$ cat src/rtl/regfile_wb_ctrl.sv
// Register-file write-port controller: zero-fills x1..x(NREGS-1) after reset,
// then arbitrates round-robin between two writeback requesters (A = ALU, B = load).
module regfile_wb_ctrl #(
    parameter int DW    = 32,
    parameter int AW    = 5,
    parameter int NREGS = 32
) (
    input  logic          clk,
    input  logic          reset,
    input  logic          a_valid,
    output logic          a_ready,
    input  logic [AW-1:0] a_waddr,
    input  logic [DW-1:0] a_wdata,
    input  logic          b_valid,
    output logic          b_ready,
    input  logic [AW-1:0] b_waddr,
    input  logic [DW-1:0] b_wdata,
    output logic          we3,
    output logic [AW-1:0] waddr,
    output logic [DW-1:0] wd3,
    output logic          init_done,
    output logic          state_dbg
);

    // Handshake: a request is transferred on a rising edge where valid && ready;
    // requesters hold valid/waddr/wdata stable until then. Ready never depends on
    // anything but valids, the pointer, state and reset.
    typedef enum logic {S_INIT = 1'b0, S_RUN = 1'b1} state_t;

    localparam logic [AW-1:0] LAST_REG = AW'(NREGS - 1);

    state_t        state_q, state_d;
    logic [AW-1:0] cnt_q, cnt_d;
    logic          ptr_q, ptr_d;          // 0 favours A, 1 favours B
    logic          we3_q, we3_d;
    logic [AW-1:0] waddr_q, waddr_d;
    logic [DW-1:0] wd3_q, wd3_d;
    logic          init_done_q, init_done_d;

    always_ff @(posedge clk) begin
        if (reset) begin
            state_q     <= S_INIT;
            cnt_q       <= AW'(1);
            ptr_q       <= 1'b0;
            we3_q       <= 1'b0;
            waddr_q     <= '0;
            wd3_q       <= '0;
            init_done_q <= 1'b0;
        end else begin
            state_q     <= state_d;
            cnt_q       <= cnt_d;
            ptr_q       <= ptr_d;
            we3_q       <= we3_d;
            waddr_q     <= waddr_d;
            wd3_q       <= wd3_d;
            init_done_q <= init_done_d;
        end
    end

    always_comb begin
        state_d = state_q;
        if (state_q == S_INIT && cnt_q == LAST_REG) begin
            state_d = S_RUN;
        end
    end

    always_comb begin
        a_ready     = 1'b0;
        b_ready     = 1'b0;
        cnt_d       = cnt_q;
        ptr_d       = ptr_q;
        we3_d       = 1'b0;
        waddr_d     = waddr_q;
        wd3_d       = wd3_q;
        init_done_d = (state_q == S_RUN);
        if (state_q == S_INIT) begin
            we3_d   = 1'b1;
            waddr_d = cnt_q;
            wd3_d   = '0;
            cnt_d   = cnt_q + AW'(1);
        end else if (!reset) begin
            a_ready = a_valid && (!b_valid || !ptr_q);
            b_ready = b_valid && (!a_valid || ptr_q);
            // x0 writes are accepted so the requester moves on, but never reach the array.
            if (a_ready) begin
                we3_d   = (a_waddr != '0);
                waddr_d = a_waddr;
                wd3_d   = a_wdata;
                ptr_d   = 1'b1;
            end else if (b_ready) begin
                we3_d   = (b_waddr != '0);
                waddr_d = b_waddr;
                wd3_d   = b_wdata;
                ptr_d   = 1'b0;
            end
        end
    end

    assign we3       = we3_q;
    assign waddr     = waddr_q;
    assign wd3       = wd3_q;
    assign init_done = init_done_q;
    assign state_dbg = state_q;

endmodule

$ cat config.mk
export PLATFORM = sky130hd
export DESIGN_NAME = regfile_wb_ctrl
export DESIGN_NICKNAME = d
export VERILOG_FILES = /design/src/rtl/regfile_wb_ctrl.sv
export SDC_FILE = /design/constraint.sdc
export NUM_CORES = 1
export LEC_CHECK = 0
export CAP_MARGIN = 40
export CORE_ASPECT_RATIO = 0.8
export CORE_MARGIN = 2
export CORE_UTILIZATION = 25
export DETAILED_ROUTE_END_ITERATION = 16
export SYNTH_ARGS = -nofsm -noshare
export SYNTH_HDL_FRONTEND = slang
export SYNTH_SLANG_ARGS = --single-unit
$ cat constraint.sdc
create_clock -name clk -period 3.25 [get_ports clk]
set_input_delay 0.65 -clock clk [delete_from_list [all_inputs] [get_ports clk]]
set_output_delay 0.65 -clock clk [all_outputs]
set_load 0.02 [all_outputs]
==> summary.md <==
| Metric | Value |
|---|---|
| Initial antenna violation count | 0 |
| # setup viols final | 0 |
| Max Root-Sink Buffers | 2 |
| Die Outline Area | 9080 um2 |
| Syn Nets | 276 |
| P&R area growth vs syn | 64.8% |
| Worst setup SP type | input port |
| Max Clock Skew | 1.87 ps |
| Vias per cell | 4.86 |
| Critical path fanouts, max | 7 |
| Fmax | 345 MHz |
| Final #Nets | 391 |
| Layout cells sized above 1 | 0.0675 |
| Wirelength per Cell | 15.8 um |
| Final WL | 6600 um |
| Antenna Nets Post-Route | 0 |
| Top post-synthesis cells by area | dfxtp_1 (44%), o221a_1 (15%), o21a_1 (11%) |
| CP Data Arrival Time | 2250 ps |
| Seq/Total Area, Yosys | 0.442 |
| Largest area contributor in the netlist | dfxtp_1 |
| Flops & latches, synth | 46 |
| Synth Area per Inst | 10.6 um2 |
| RePlAce Congestion | 0.773 |
| Hold Crit Class | flip-flop to flip-flop |
| Power after layout | 1.19 mW |
| Worst vdd ir | 0.000146 V |
| Fin crit share | 0.891 |
| Worst-Margin Slew | 410 ps |
| GRT Overall Usage | 0.147 |
| WS Path Type | input port to output port |
| Status | finished clean |
| Post-Synthesis Cells | 196 |
| Final Cell Area | 3430 um2 |
| Max Cap Viol | 0 |
| Clock transition at path regs | 80 ps |
| Hold Buf Count CTS | 0 |
| First-pass GRT wire length | 10,500 um |
| Root buf cell | clkbuf_8 |
| Cts repair resizes | 0 |
| Antenna cells | 0 |
| Final Max Tran Viols | 0 |
| Warnings from Yosys | 0 |
| # Post-CTS Setup Buffers | 0 |
| # IOs | 120 |
| Largest net degree at the start of global routing | 34 |
| Final hold violation count | 0 |
| Num rows | 29 |
| Vias in the first global route | 2,017 |
| GRT overflow | 0 |
| Final Util | 0.428 |
| Synth Cell Area | 2080 um2 |
| Share of the synthesized area in the top cell type | 0.442 |
| CTS tree | yes |
| Port Buffers | 119 |
| Number of flops mapped to enable cells by yosys | 0 |
| Crit. End Element | output port |
| DP HPWL | 4660 um |
| Pwr Density | 347 nW/um2 |
| TritonRoute pass-1 iters | 4 |
| Worst slew margin | 0.727 |
| Pre-CTS WS | 361 ps |
| Final TNS setup | 0 ps |
| P_leak | 1.25 nW |
| Via count | 2,037 |
| DRC violations left | 0 |
| Initial Util | 0.260 |
| Placed cell area | 3320 um2 |
| Worst setup margin | 353 ps |
| Clock sink total | 46 |
| Initial drt markers | 81 |
| Post-synthesis cell type count | 37 |
| Ys flop type | dfxtp_1 |
| RSZ-0062 raised after global routing | false |
| Insertion delay to the later sink of the worst-skew pair | 290 ps |
| Req. time, crit path | 2600 ps |
| Fin crit period | 2900 ps |
| Die width | 106 um |
| Die height | 85.6 um |
| Core footprint | 8020 um2 |
| Num CTS Buffers | 5 |
| Ys async rst share | 0 |
| H-tree levels | 2 |
[worst paths after layout]
| path | startpoint | to | slack (ps) | cells past startpoint |
|---|---|---|---|---|
| worst max-delay path | a_valid | b_ready | 350 | 5 |
| worst min register to register | cnt_q[3] | waddr[3] | 510 | 2 |
| worst max register to register | state_dbg | wd3[31] | 1720 | 6 |
| worst min-delay path | cnt_q[3] | waddr[3] | 510 | 2 |
[where the power goes]
part           internal (mW)  switching (mW)
combinational          0.110          0.0667
clock                  0.246           0.189
sequential             0.572         0.00730
[cell usage after synthesis (all sizes together) (2+ instances only)]
| cell type | n |
|---|---|
| a211oi | 2 |
| nand3 | 2 |
| o221a | 31 |
| a21oi | 3 |
| nand2 | 5 |
| ha | 2 |
| or4 | 2 |
| nor2b | 2 |
| nor2 | 15 |
| o22ai | 2 |
| clkbuf | 2 |
| o21a | 31 |
| a311oi | 5 |
| dfxtp | 46 |
| o21ai | 3 |
| mux2 | 2 |
| a41o | 2 |
| buf | 17 |
| mux2i | 2 |
| inv | 7 |
[cell families (layout without fill, tap and decap cells)]
kind of cell	count (synthesis)	after routing	share of synthesized area
AO/OA/AOI/OAI	85	85	0.361
XOR/XNOR	2	2	0.00841
adder cells (fa/ha/maj)	2	2	0.0120
buffers and inverters	26	141	0.0847
flip-flops	46	46	0.442
multiplexers	4	4	0.0204
AND/OR/NAND/NOR	31	31	0.0709
[worst max-delay path, stage by stage]
cell and delay [ps]:
clkdlybuf4s50_1 500, nand2b_1 260, nand2_1 120, nor2_1 110, clkdlybuf4s50_1 610
[flip-flops by register name, indices dropped and copies added, names as in the netlist]
name,count
cnt_q,5
init_done,1
ptr_q,1
state_dbg,1
waddr,5
wd3,32
we3,1
[metrics by stage]
stage          hold WS [ps]  cells
2_1_floorplan           480    196
3_3_place_gp            502    412
3_5_place_dp            507    412
4_1_cts                 518    419
5_1_grt                 559    419
6_report                512    419
[placed cells by master (no fill, tap or decap), types with 3 or more instances in the layout]
cell type,instances
o221a_2,3
nand2_1,5
dfxtp_1,46
nor2_1,15
a311oi_1,5
o221a_1,28
clkdlybuf4s50_1,119
buf_4,8
o21ai_0,3
inv_1,7
a21oi_1,3
clkbuf_8,6
o21a_1,31
[area by class of cell]
class | instances | area (um2)
clock buffers | 6 | 82.6
fillers | 782 | 4590
well taps | 108 | 135
flip-flops and latches | 46 | 921
clock inverters | 1 | 30.0
repair buffers | 127 | 1250
inverters | 7 | 26.3
multi-input cells | 124 | 985
[routing by layer]
metal | vias up | share of wire | track usage
li1 | 983 | - | -
met1 | 956 | 0.48 | 0.199
met2 | 90 | 0.43 | 0.230
met3 | 8 | 0.080 | 0.0441
met4 | 0 | 0.0097 | 0.0395
met5 | - | 0 | 0
No activity file was read; power rests on OpenSTA's default activity.
